--- config.mk ---
export PLATFORM = sky130hd
export DESIGN_NAME = uart_tx_scheduler
export DESIGN_NICKNAME = d
export VERILOG_FILES = /design/src/rtl/uart_pkg.sv /design/src/rtl/rr_arbiter.sv /design/src/rtl/uart_tx_scheduler.sv
export SDC_FILE = /design/constraint.sdc
export NUM_CORES = 1
export LEC_CHECK = 0
export ABC_CLOCK_PERIOD_IN_PS = 5200
export BUFFER_PORTS_ARGS = -buffer_cell sky130_fd_sc_hd__buf_4
export CAP_MARGIN = 20
export CORE_MARGIN = 2
export CORE_UTILIZATION = 45
export CTS_CLUSTER_DIAMETER = 100
export DETAILED_ROUTE_END_ITERATION = 12
export PLACE_DENSITY = 0.79
export SYNTH_ARGS = -nofsm -noshare
export SYNTH_HDL_FRONTEND = slang
export SYNTH_HIERARCHICAL = 1
export SYNTH_SLANG_ARGS = --single-unit
--- constraint.sdc ---
create_clock -name clk -period 5.2 [get_ports clk]
set_input_delay 0.26 -clock clk [delete_from_list [all_inputs] [get_ports clk]]
set_output_delay 0.26 -clock clk [all_outputs]
set_load 0.02 [all_outputs]
--- src/rtl/uart_pkg.sv ---
// Shared types and UART timing constants for the transmit scheduler.
// The default timeout must cover one full 11-bit frame at the default baud rate.
package uart_pkg;

    typedef enum logic [1:0] {
        IDLE      = 2'd0,
        ISSUE     = 2'd1,
        WAIT_DONE = 2'd2,
        GAP       = 2'd3
    } sched_state_t;

    localparam int CLK_VALUE       = 50_000_000;
    localparam int BAUD            = 115_200;
    localparam int BIT_CYCLES      = CLK_VALUE / BAUD + 1;
    localparam int FRAME_BITS      = 11;
    localparam int FRAME_CYCLES    = FRAME_BITS * BIT_CYCLES;
    localparam int DEFAULT_TIMEOUT = 20_000;

endpackage

--- src/rtl/rr_arbiter.sv ---
// Combinational round-robin arbiter.
// The search starts one past last_grant and wraps around the request vector.
module rr_arbiter #(
    parameter  int NUM_REQ = 4,
    localparam int IDX_W   = $clog2(NUM_REQ)
) (
    input  logic [NUM_REQ-1:0] req,
    input  logic [IDX_W-1:0]   last_grant,
    input  logic               enable,
    output logic [NUM_REQ-1:0] grant,
    output logic [IDX_W-1:0]   grant_idx,
    output logic               any_req
);

    logic [IDX_W:0]   sum;
    logic [IDX_W-1:0] idx;
    logic             found;

    always_comb begin
        grant     = '0;
        grant_idx = '0;
        any_req   = |req;
        sum       = '0;
        idx       = '0;
        found     = 1'b0;
        for (int k = 1; k <= NUM_REQ; k++) begin
            sum = {1'b0, last_grant} + (IDX_W+1)'(k);
            if (sum >= (IDX_W+1)'(NUM_REQ)) begin
                sum = sum - (IDX_W+1)'(NUM_REQ);
            end
            idx = sum[IDX_W-1:0];
            if (!found && req[idx]) begin
                found      = 1'b1;
                grant[idx] = 1'b1;
                grant_idx  = idx;
            end
        end
        if (!enable) begin
            grant = '0;
        end
    end

endmodule

--- src/rtl/uart_tx_scheduler.sv ---
// Round-robin scheduler sharing one UART transmitter between NUM_REQ byte producers.
//   state     | meaning
//   IDLE      | waiting for a request; grants and captures the byte in the same cycle
//   ISSUE     | one-cycle start pulse to the transmitter
//   WAIT_DONE | waiting for txdone or the timeout
//   GAP       | forced idle time between frames (at least one cycle)
module uart_tx_scheduler
    import uart_pkg::*;
#(
    parameter  int NUM_REQ        = 4,
    parameter  int TIMEOUT_CYCLES = DEFAULT_TIMEOUT,
    parameter  int GAP_CYCLES     = 16,
    parameter  int CNT_W          = 16,
    localparam int IDX_W          = $clog2(NUM_REQ)
) (
    input  logic                 clk,
    input  logic                 rst,
    input  logic [NUM_REQ-1:0]   req_valid,
    input  logic [8*NUM_REQ-1:0] req_data,
    output logic [NUM_REQ-1:0]   req_ready,
    output logic                 uart_start,
    output logic [7:0]           uart_data,
    input  logic                 uart_txdone,
    output logic [IDX_W-1:0]     grant_id,
    output logic                 busy,
    output logic                 timeout_err,
    output logic [CNT_W-1:0]     frame_count
);

    localparam int TO_W    = $clog2(TIMEOUT_CYCLES + 1);
    localparam int GAP_LEN = (GAP_CYCLES < 1) ? 1 : GAP_CYCLES;
    localparam int GAP_W   = ($clog2(GAP_CYCLES + 1) < 1) ? 1 : $clog2(GAP_CYCLES + 1);
    localparam logic [TO_W-1:0]  TO_LAST  = TO_W'(TIMEOUT_CYCLES - 1);
    localparam logic [GAP_W-1:0] GAP_LAST = GAP_W'(GAP_LEN - 1);

    sched_state_t       state;
    sched_state_t       state_next;
    logic [TO_W-1:0]    to_cnt;
    logic [GAP_W-1:0]   gap_cnt;
    logic [IDX_W-1:0]   last_grant;
    logic [NUM_REQ-1:0] arb_grant;
    logic [IDX_W-1:0]   arb_idx;
    logic               arb_any;
    logic               arb_en;
    logic               do_grant;
    logic               frame_done;
    logic [7:0]         data_arr [NUM_REQ];

    for (genvar i = 0; i < NUM_REQ; i++) begin : g_unpack
        assign data_arr[i] = req_data[8*i +: 8];
    end

    assign arb_en = (state == IDLE) && !rst;
    assign busy   = (state != IDLE);

    rr_arbiter #(.NUM_REQ(NUM_REQ)) u_arb (
        .req        (req_valid),
        .last_grant (last_grant),
        .enable     (arb_en),
        .grant      (arb_grant),
        .grant_idx  (arb_idx),
        .any_req    (arb_any)
    );

    always_ff @(posedge clk) begin
        if (rst) begin
            state <= IDLE;
        end else begin
            state <= state_next;
        end
    end

    always_comb begin
        state_next  = state;
        req_ready   = '0;
        uart_start  = 1'b0;
        timeout_err = 1'b0;
        do_grant    = 1'b0;
        frame_done  = 1'b0;
        case (state)
            IDLE: begin
                if (arb_any) begin
                    do_grant   = 1'b1;
                    req_ready  = arb_grant;
                    state_next = ISSUE;
                end
            end
            ISSUE: begin
                uart_start = 1'b1;
                state_next = WAIT_DONE;
            end
            WAIT_DONE: begin
                // txdone on the final count still counts as a completed frame
                if (uart_txdone) begin
                    frame_done = 1'b1;
                    state_next = GAP;
                end else if (to_cnt == TO_LAST) begin
                    timeout_err = 1'b1;
                    state_next  = GAP;
                end
            end
            GAP: begin
                if (gap_cnt == GAP_LAST) begin
                    state_next = IDLE;
                end
            end
            default: state_next = IDLE;
        endcase
        if (rst) begin
            state_next  = IDLE;
            req_ready   = '0;
            uart_start  = 1'b0;
            timeout_err = 1'b0;
            do_grant    = 1'b0;
            frame_done  = 1'b0;
        end
    end

    always_ff @(posedge clk) begin
        if (rst) begin
            uart_data   <= '0;
            grant_id    <= '0;
            last_grant  <= IDX_W'(NUM_REQ - 1);
            frame_count <= '0;
            to_cnt      <= '0;
            gap_cnt     <= '0;
        end else begin
            if (do_grant) begin
                uart_data  <= data_arr[arb_idx];
                grant_id   <= arb_idx;
                last_grant <= arb_idx;
            end
            if (frame_done) begin
                frame_count <= frame_count + CNT_W'(1);
            end
            if (state == ISSUE) begin
                to_cnt <= '0;
            end else if (state == WAIT_DONE) begin
                to_cnt <= to_cnt + TO_W'(1);
            end
            if (state == WAIT_DONE) begin
                gap_cnt <= '0;
            end else if (state == GAP) begin
                gap_cnt <= gap_cnt + GAP_W'(1);
            end
        end
    end

endmodule

; ---- Word-level counts from Yosys, hierarchy flattened
; Index checks and enable logic that the tools add are counted.
; W data, S select, Z words.
[classes]
n_addsub = 11
order_cmp = 13
eq_ne = 8
n_mux = 55
bitwise = 4
n_reduce_logical = 18
[ops]
columns = operator, count
row1 = $mux W4, 8
row2 = $mux W2, 12
row3 = $mux W1, 23
row4 = $add A16 B1 Y16 const B, 1
row5 = $bmux W8 S2, 1
row6 = $mux W8, 2
row7 = $add A15 B1 Y15 const B, 1
row8 = $eq A15 B15 Y1 const B, 1
row9 = $ge A3 B3 Y1 const B, 5
row10 = $lt A2 B3 Y1 const B, 4
row11 = $or A4 B4 Y4, 3
row12 = $bmux W1 S2, 4
row13 = $demux W1 S2, 4
row14 = $ge A2 B1 Y1 const B, 4
row15 = $logic_and A1 B1 Y1, 8
row16 = $pmux W2 S4, 1
row17 = $sub A2 B1 Y2 const B, 4
row18 = $add A2 B2 Y3 const B, 2
row19 = $add A5 B1 Y5 const B, 1
row20 = $eq A5 B4 Y1 const B, 1
row21 = $eq A2 B2 Y1 const B, 2
row22 = $logic_not A1 Y1, 4
row23 = $ne A2 B2 Y1 const B, 2
row24 = $reduce_or A2 Y1, 2
row25 = 9 further kinds, 9
[word_totals]
reg_bits = 50
in_bits = 39
word_cells = 116

; ---- Depth between registers and ports, before layout
; Gate-level depths: netlist of the first run.
[depth]
depth_word = 19
ltp_mapped = 13
ltp_nobuf = 10

; ---- Cells and area by module
; The synthesis of the first run kept the hierarchy.
[by_module_without_submodules]
columns = module, n_inst, cells_each, area_each_um2, seq_area_each_um2
row1 = uart_tx_scheduler, 1, 272, 2452.4, 1001.0
row2 = rr_arbiter, 1, 82, 551.8, 0.0

; ---- Worst setup path before layout of the first run
; Ideal clock, no wire load.
[synth_path]
path_kind = register to register
startpoint = reg last_grant[0]
endpoint = reg uart_data[6]
setup_ns = 0.131
t_arrival_ns = 3.244
path_slack_ns = 1.825
path_stages_with_launch = 14
path_buffers = 3
period_less_slack_ns = 3.375
cell_sequence = dfxtp_1 buf_2 inv_1 ha_1 clkbuf_1 inv_1 nand2_1 o22a_1 o221ai_1 a221oi_1 clkbuf_1 mux4_2 nand2_1 o21ai_0
[synth_via]
elab_chain_cells = 19
word_cells_on_any_way = 41
[synth_lines]
columns = item, line
row1 = start: declaration, uart_tx_scheduler.sv:40  ; logic [IDX_W-1:0] last_grant;
row2 = start signal: assignment, uart_tx_scheduler.sv:123  ; last_grant <= IDX_W'(NUM_REQ - 1);
row3 = start signal: assignment, uart_tx_scheduler.sv:131  ; last_grant <= arb_idx;
row4 = $add A2 B1 Y3, rr_arbiter.sv:27  ; sum = {1'b0, last_grant} + (IDX_W+1)'(k);
row5 = $ge A3 B3 Y1 / $sub A2 B1 Y2 (equally long branches), "rr_arbiter.sv:28, rr_arbiter.sv:29"
row6 = $mux W2, rr_arbiter.sv:28  ; if (sum >= (IDX_W+1)'(NUM_REQ)) begin
row7 = $bmux W1 S2, rr_arbiter.sv:32  ; if (!found && req[idx]) begin
row8 = $mux W1 (not written as such), rr_arbiter.sv:32
row9 = $mux W1, rr_arbiter.sv:32
row10 = $logic_not A1 Y1, rr_arbiter.sv:32
row11 = $logic_and A1 B1 Y1, rr_arbiter.sv:32
row12 = (+3 left out), -
row13 = $mux W1, rr_arbiter.sv:32
row14 = $logic_not A1 Y1, rr_arbiter.sv:32
row15 = $logic_and A1 B1 Y1, rr_arbiter.sv:32
row16 = $mux W2 (*), rr_arbiter.sv:32
row17 = net arb_idx[0], uart_tx_scheduler.sv:42  ; logic [IDX_W-1:0] arb_idx;
row18 = $not A2 Y3 (not written as such) (*), uart_tx_scheduler.sv:129  ; uart_data <= data_arr[arb_idx];
row19 = $bmux W8 S2 (*), uart_tx_scheduler.sv:129
row20 = $mux W8 (not written as such) (*) (2 in series), uart_tx_scheduler.sv:129
row21 = end signal: assignment, uart_tx_scheduler.sv:129
row22 = end: declaration, uart_tx_scheduler.sv:22  ; output logic [7:0] uart_data,
; The timed path passes the listed nets; every way through them passes the cells marked *. The select of a mux whose other input is x is not followed.
; A chain may end at the register's enable or synchronous reset.

; ---- Worst setup path after layout of the first run
[layout_path]
startpoint = reg last_grant[0]
endpoint = reg uart_data[4]
; The elaborated chain is that of the path after synthesis.

==> results by group, run 1 <==
Outcome
  • Status: finished, final reports clean

Synthesis
  • FF+latch count, synth: 50
  • Main synth FF type: dfxtp_1
  • Post-synthesis async set-or-reset flop share: 0%
  • Yosys cell types: 53
  • Main combinational cell family by area after synthesis: simple AND/OR/NAND/NOR gates
  • Mapped Cells: around 350
  • Top post-synthesis cells by count: dfxtp_1, nand2_1, nor2_1
  • Compound-cell area share of the yosys netlist: 12.5%
  • Synth Cell Area: approximately 3000 um2
  • Syn nets: 410
  • Xor and xnor fraction of the mapped netlist area: ~7%
  • Mux cell area share after synthesis: around 7.7%
  • Ys Warns: 6
  • Post-Syn Area per Cell: 8.49 um2
  • EDFF count, synth: 0
  • Most common cell in the netlist: dfxtp_1
  • Share of the yosys chip area belonging to registers: 33.3%
  • Adder and majority gate portion of the synthesized area: ~7%
  • Synth Area in Simple Gates: approximately 28%
  • Synth area leaders: dfxtp_1, ha_1, mux4_2
  • Synth area leader: dfxtp_1
  • Synth top area share: between 30 and 40%

Floorplan
  • Num rows: 29
  • Die outline area: around 7300 um2
  • Die width: 85.7 um
  • Initial Util: a little under half
  • Core Area: ~6400 um2
  • Count of boundary I/O pins: 72
  • Die Height: around 86 um

Drt
  • Initial drt markers: around 120
  • DRT Pass-1 Iters: 4
  • Post-route DRC: 0
  • DR vias: 2811
  • Drt total wl: between 7 and 8 mm
  • Via density: between 5 and 6
  • DRT antenna net count: 0
  • Wire per inst: roughly 14 um

Global route
  • First-pass GRT wire length: ~12 mm
  • Initial antenna violation count: 0
  • Total gr overflow: 0
  • Largest net degree at the start of global routing: 32
  • Vias in the first global route: roughly 2.6k
  • Overall routing resource usage: 19.1%

Critical path
  • Crit end category: register
  • Crit path cell chain: inv_1 -> ha_1 -> inv_1 -> nand2_1 -> o22a_1 -> o221ai_1 -> a221oi_2 -> mux4_2 -> nand2_1 -> o21ai_0
  • Worst R2R End: uart_data[4]$_SDFFE_PP0P_
  • Worst reg2reg path depth: 10
  • Worst R2R Start: last_grant[0]$_SDFFE_PP1P_
  • Critical path arrival: roughly 4.2 ns
  • CP max-delay cell: a221oi_2
  • Worst endpoint required time: ~5.4 ns
  • WS Path Type: register to register
  • Largest stage delay, worst path: between 0.8 and 0.9 ns
  • Max Fanout on Critical Path: 21
  • Flop2flop setup slack: about 1.2 ns
  • Crit path launch type: register

Layout
  • Final core occ: 57.7%
  • Fin nets: between 400 and 500
  • Synth-to-layout area growth: 22.6%
  • Layout cell share with drive strength beyond 1: 22.8%
  • N_diodes: 0

Min path
  • Hold Crit Start: uart_txdone
  • Hold depth: 3
  • Hold WC Path Type: primary input to register
  • Worst Hold Endpoint: frame_count[1]$_SDFFE_PP0P_

Clock tree
  • H-Tree Level Count: 2
  • CTS Buf Count: 5
  • CTS Root Cell: clkbuf_8
  • Clk slew on worst S/H paths: roughly 0.10 ns
  • Postcts setup bufs: 0
  • Max Buffers Root-to-Sink: 2
  • Post-CTS resize count: 0
  • CTS tree: built
  • CTS sink count: 50
  • Clock latency on the worst-skew pair: about 0.31 ns
  • Hold bufs inserted after CTS: 0

Timing
  • Final Skew: about 0.014 ns
  • Final worst-path cycle share: between 70 and 80%
  • Count of final hold-check violations: 0
  • RSZ-0062 raised after global routing: no
  • Final Critical Period: around 4.0 ns
  • Max Slew Vio Count: 0
  • Worst-margin pin slew: about 1.1 ns
  • Setup TNS: 0 ns
  • Max Clk Rate: around 250 MHz
  • Endpoints failing setup: 0
  • Relative slew slack: between 20% and 30%

Pwr
  • Maximum VDD drop: approximately 0.00025 V
  • Power density cells: 368 nW/um2
  • P_leak: between 0.001 and 0.0015 uW

Run
  • Max-Cap Viols: 0

Placement
  • Hpwl dp: roughly 5.3 mm
  • Port-buffer cells: between 70 and 80
  • Gp weighted congestion: about 0.88
==> stage by stage <==
stage | worst slack, ns | instances | total power [uW] | hold WS, ns | cell area, um2
final | 1.21 | 493 | 1360 | 0.259 | 3680
after global routing | 0.802 | 493 | 1450 | 0.283 | 3680
after CTS | 1.20 | 493 | 1360 | 0.260 | 3680
after detailed placement | 1.21 | 485 | 1070 | 0.455 | 3560
after global placement | 1.40 | 485 | 1050 | 0.446 | 3560
after floorplan | 1.82 | 354 | 895 | 0.423 | 3000
==> layer usage <==
layer | GRT usage, % | wire (um) | share of wire (%) | vias to the layer above
met3 | 4.14 | 415 | 5.9 | 10
met1 | 25.3 | 3140 | 45 | 1328
met5 | 0 | 0 | 0 | -
li1 | - | - | - | 1390
met4 | 5.05 | 89 | 1.3 | 0
met2 | 31.7 | 3410 | 48 | 83
==> worst max path at each step <==
stage / start / cells past startpoint / slack [ns] / end
floorplan: last_grant[0]$_SDFFE_PP1P_ / 13 / 1.82 / uart_data[6]$_SDFFE_PP0P_
global placement: last_grant[0]$_SDFFE_PP1P_ / 10 / 1.40 / uart_data[4]$_SDFFE_PP0P_
detailed placement: last_grant[0]$_SDFFE_PP1P_ / 10 / 1.21 / uart_data[4]$_SDFFE_PP0P_
CTS: last_grant[0]$_SDFFE_PP1P_ / 10 / 1.20 / uart_data[4]$_SDFFE_PP0P_
global route: last_grant[0]$_SDFFE_PP1P_ / 10 / 0.80 / uart_data[5]$_SDFFE_PP0P_
finish: last_grant[0]$_SDFFE_PP1P_ / 10 / 1.21 / uart_data[4]$_SDFFE_PP0P_
==> worst max-delay path: cells and delay by family, from the launching register on <==
kind,cells,cell delay (ns)
AOI/OAI and AO/OA,4,1.26
DFF,1,0.84
muxes,1,0.60
adders and majority gates,1,0.52
buffers and inverters,2,0.41
and+or+nand+nor,2,0.22
==> final cells by class <==
cell class	count	area (um2)
clock buffer	6	82.6
clock inverter	2	38.8
fill	595	2700
inverter	14	52.6
multi-input combinational	272	1870
sequential	50	1000
tap	77	96.3
timing repair buffer	72	541
==> logic make-up (layout without fill, tap and decap cells) <==
group | Yosys count | count (layout)
AND/OR/NAND/NOR | 160 | 160
flip-flops | 50 | 50
AO/OA/AOI/OAI | 58 | 58
XOR/XNOR | 24 | 24
buffers and inverters | 32 | 94
adder cells (fa/ha/maj) | 17 | 17
multiplexers | 13 | 13
==> cell usage in the layout (no fill, tap or decap), types with 4 or more instances in the layout <==
| cell type | n |
|---|---|
| xor2_1 | 14 |
| nand3b_1 | 5 |
| o21ai_1 | 4 |
| nand4_1 | 10 |
| and4_1 | 4 |
| a41oi_1 | 5 |
| nor3_1 | 8 |
| nor2_1 | 32 |
| or3_1 | 6 |
| mux4_2 | 8 |
| and3_1 | 9 |
| nand2_1 | 46 |
| nor4_1 | 5 |
| mux2i_1 | 5 |
| xnor2_1 | 10 |
| clkbuf_8 | 6 |
| nand3_1 | 15 |
| ha_1 | 17 |
| a21oi_1 | 15 |
| o21ai_0 | 16 |
| inv_1 | 12 |
| buf_4 | 72 |
| dfxtp_1 | 50 |
==> where the power goes <==
group	internal (uW)	switching (uW)
Sequential	434	52.1
Clock	158	140
Combinational	257	314
Total	850	506
==> state kept, by name, summed over array words and instances, names as in the netlist <==
signal and count:
grant_id 2, to_cnt 15, uart_data 8, frame_count 16, last_grant 2, state 2, gap_cnt 5
No activity file was read; power rests on OpenSTA's default activity.
==> run 2, diff against run 1 <==
--- a/config.mk
+++ b/config.mk
@@ -5,14 +5,14 @@
 export SDC_FILE = /design/constraint.sdc
 export NUM_CORES = 1
 export LEC_CHECK = 0
-export ABC_CLOCK_PERIOD_IN_PS = 5200
+export ABC_CLOCK_PERIOD_IN_PS = 3300
 export BUFFER_PORTS_ARGS = -buffer_cell sky130_fd_sc_hd__buf_4
 export CAP_MARGIN = 20
 export CORE_MARGIN = 2
 export CORE_UTILIZATION = 45
 export CTS_CLUSTER_DIAMETER = 100
 export DETAILED_ROUTE_END_ITERATION = 12
-export PLACE_DENSITY = 0.79
+export PLACE_DENSITY = 0.82
 export SYNTH_ARGS = -nofsm -noshare
 export SYNTH_HDL_FRONTEND = slang
 export SYNTH_HIERARCHICAL = 1
==> constraint.sdc (replaced) <==
create_clock -name clk -period 3.3 [get_ports clk]
set_input_delay 0.165 -clock clk [delete_from_list [all_inputs] [get_ports clk]]
set_output_delay 0.165 -clock clk [all_outputs]
set_load 0.02 [all_outputs]
==> run 2 against run 1 <==
Clock skew down 0.0031 ns. Die area stayed put. Sequential share of layout area grew 0.12 points. Power is 51% higher. Combinational power up 66%. Design area is 0.44% lower. Critical path type unchanged. Largest cell class unchanged.
==> results by group, run 2 (synthesized netlist as in run 1, its figures left out) <==
Drt
  • Initial drt markers: 127 (+10%)
  • DRT Pass-1 Iters: 4 (unchanged)
  • DRT antenna net count: 0 (unchanged)
  • Post-route DRC: 0 (unchanged)
  • Drt total wl: 7.04 mm (about the same)
  • DR vias: 2759 (-1.8%)
  • Wire per inst: 14.2 um (-0.45%)
  • Via density: 5.57 (-2.2%)

Critical path
  • WS Path Type: register to register
  • Max Fanout on Critical Path: 11 (-48%)
  • Worst reg2reg path depth: 11 (+1)
  • Worst R2R Start: last_grant[1]$_SDFFE_PP1P_
  • Crit end category: register
  • Worst R2R End: uart_data[0]$_SDFFE_PP0P_
  • Worst endpoint required time: 3.46 ns (-1.91 ns)
  • Crit path launch type: register
  • Critical path arrival: 3.09 ns (-1.07 ns)
  • Flop2flop setup slack: 0.37 ns (-0.84 ns)

Clock tree
  • Postcts setup bufs: 0 (unchanged)
  • Hold bufs inserted after CTS: 0 (unchanged)
  • CTS Root Cell: clkbuf_8
  • Max Buffers Root-to-Sink: 2 (unchanged)
  • Post-CTS resize count: 0 (unchanged)
  • Clock latency on the worst-skew pair: 0.30 ns (about the same)
  • CTS sink count: 50 (unchanged)
  • H-Tree Level Count: 2 (unchanged)
  • CTS tree: built
  • CTS Buf Count: 5 (unchanged)
  • Clk slew on worst S/H paths: 0.09 ns (about the same)

Layout
  • Commonest non-fill, non-tap cell in the layout: buf_4
  • Biggest register: frame_count
  • Fin nets: 474 (+0.64%)
  • Max reg flops: 16 (unchanged)
  • Filler cell count: 587 (-1.3%)
  • Layout cell share with drive strength beyond 1: 23.2% (+0.37 points)
  • Commonest non-fill, non-tap cells in the layout: buf_4, dfxtp_1, nand2_1
  • Top flop regs: frame_count (16), to_cnt (15), uart_data (8)
  • N_diodes: 0 (unchanged)
  • Synth-to-layout area growth: 22.1%

Timing
  • Setup TNS: 0 ns (unchanged)
  • Final worst-path cycle share: 88.7% (+12 points)
  • Max Clk Rate: 342 MHz (+36%)
  • Relative slew slack: 56.6% (+27 points)
  • Max Slew Vio Count: 0 (unchanged)
  • Endpoints failing setup: 0 (unchanged)
  • Count of final hold-check violations: 0 (unchanged)
  • Final Skew: 0.0110 ns (-0.00306 ns)
  • Final Critical Period: 2.93 ns (-1.06 ns)
  • Final hold slack: 0.168 ns (-0.0909 ns)
  • Worst-margin pin slew: 0.652 ns (-0.407 ns)
  • RSZ-0062 raised after global routing: no

Global route
  • Total gr overflow: 0 (unchanged)
  • First-pass GRT wire length: 11.4 mm (-2.3%)
  • Overall routing resource usage: 18.6% (-0.51 points)
  • Largest net degree at the start of global routing: 32 (unchanged)
  • Vias in the first global route: 2610 (+0.46%)
  • Initial antenna violation count: 0 (unchanged)

Pwr
  • P_leak: 0.00148 uW (-0.19%)
  • Maximum VDD drop: 0.000404 V (+64%)
  • Power density cells: 557 nW/um2 (+51%)

Min path
  • Hold WC Path Type: primary input to register
  • Hold Crit Start: uart_txdone
  • Worst Hold Endpoint: frame_count[1]$_SDFFE_PP0P_
  • Hold depth: 3 (unchanged)

Floorplan
  • Num rows: 29 (unchanged)
  • Core Area: 6390 um2 (unchanged)
  • Die width: 85.7 um (unchanged)
  • Die outline area: 7350 um2 (unchanged)
  • Die Height: 85.7 um (unchanged)
  • Initial Util: 47.0% (unchanged)
  • Count of boundary I/O pins: 72 (unchanged)

Outcome
  • Status: finished, final reports clean

Run
  • Max-Cap Viols: 0 (unchanged)

Placement
  • Gp weighted congestion: 0.881 (+0.64%)
  • Hpwl dp: 5.20 mm (-1.1%)
  • Port-buffer cells: 71 (unchanged)
-- run 2: cell types whose count changed in the layout (fill, tap and decap cells not counted), sizes merged --
| cell | before | now |
|---|---|---|
| buf | 72 | 75 |
| bufinv | 1 | 0 |
| clkbuf | 6 | 5 |
| clkinv | 1 | 2 |
-- run 2: metal layers --
metal / global-route usage (%) / vias to the layer above / share of wire [%]
met5: 0 / - / 0
met3: 4.52 / 4 / 4.7
li1: - / 1403 / -
met4: 4.33 / 0 / 0.44
met1: 23.9 / 1283 / 46
met2: 31.7 / 69 / 49
-- run 2: power breakdown --
| group | internal, uW | leakage [uW] | switching [uW] |
|---|---|---|---|
| Sequential | 685 | 0.000406 | 61.0 |
| Clock | 147 | 0.0000444 | 201 |
| Combinational | 423 | 0.00103 | 525 |
| Total | 1250 | 0.00148 | 788 |
-- run 2: worst max-delay path, cell delays in order (launching register included) --
cell      delay, ns
dfxtp_1        0.55
inv_1          0.12
ha_1           0.45
inv_1          0.12
nand2_1        0.11
o22a_1         0.13
o221ai_1       0.13
a221oi_2       0.25
buf_4          0.25
mux4_2         0.51
nand2_1        0.07
o21ai_0        0.09
-- run 2: per-stage QoR --
step	util, %	setup WS [ns]	total power, uW	instances	area [um2]
floorplan	-	0.125	1410	354	3010
global placement	56.1	0.532	1680	488	3580
detailed placement	56.1	0.419	1710	488	3580
CTS	57.4	0.393	2060	495	3670
global route	57.4	0.150	2190	495	3670
finish	57.4	0.374	2040	495	3670
-- run 2: worst max-delay path by stage --
stage	start	endpoint	cells after the start	slack (ns)
finish	last_grant[1]$_SDFFE_PP1P_	uart_data[0]$_SDFFE_PP0P_	11	0.37
global route	last_grant[1]$_SDFFE_PP1P_	uart_data[0]$_SDFFE_PP0P_	11	0.15
CTS	last_grant[1]$_SDFFE_PP1P_	uart_data[0]$_SDFFE_PP0P_	11	0.39
detailed placement	last_grant[1]$_SDFFE_PP1P_	uart_data[1]$_SDFFE_PP0P_	11	0.42
global placement	last_grant[1]$_SDFFE_PP1P_	uart_data[2]$_SDFFE_PP0P_	11	0.53
floorplan	last_grant[0]$_SDFFE_PP1P_	uart_data[6]$_SDFFE_PP0P_	13	0.12
-- run 2: layout make-up --
class	count	area, um2	area share [%]
clock inverter	2	13.8	0.375
tap	77	96.3	2.63
timing repair buffer	75	563	15.4
inverter	14	52.6	1.43
sequential	50	1000	27.3
clock buffer	5	68.8	1.88
multi-input combinational	272	1870	51.0
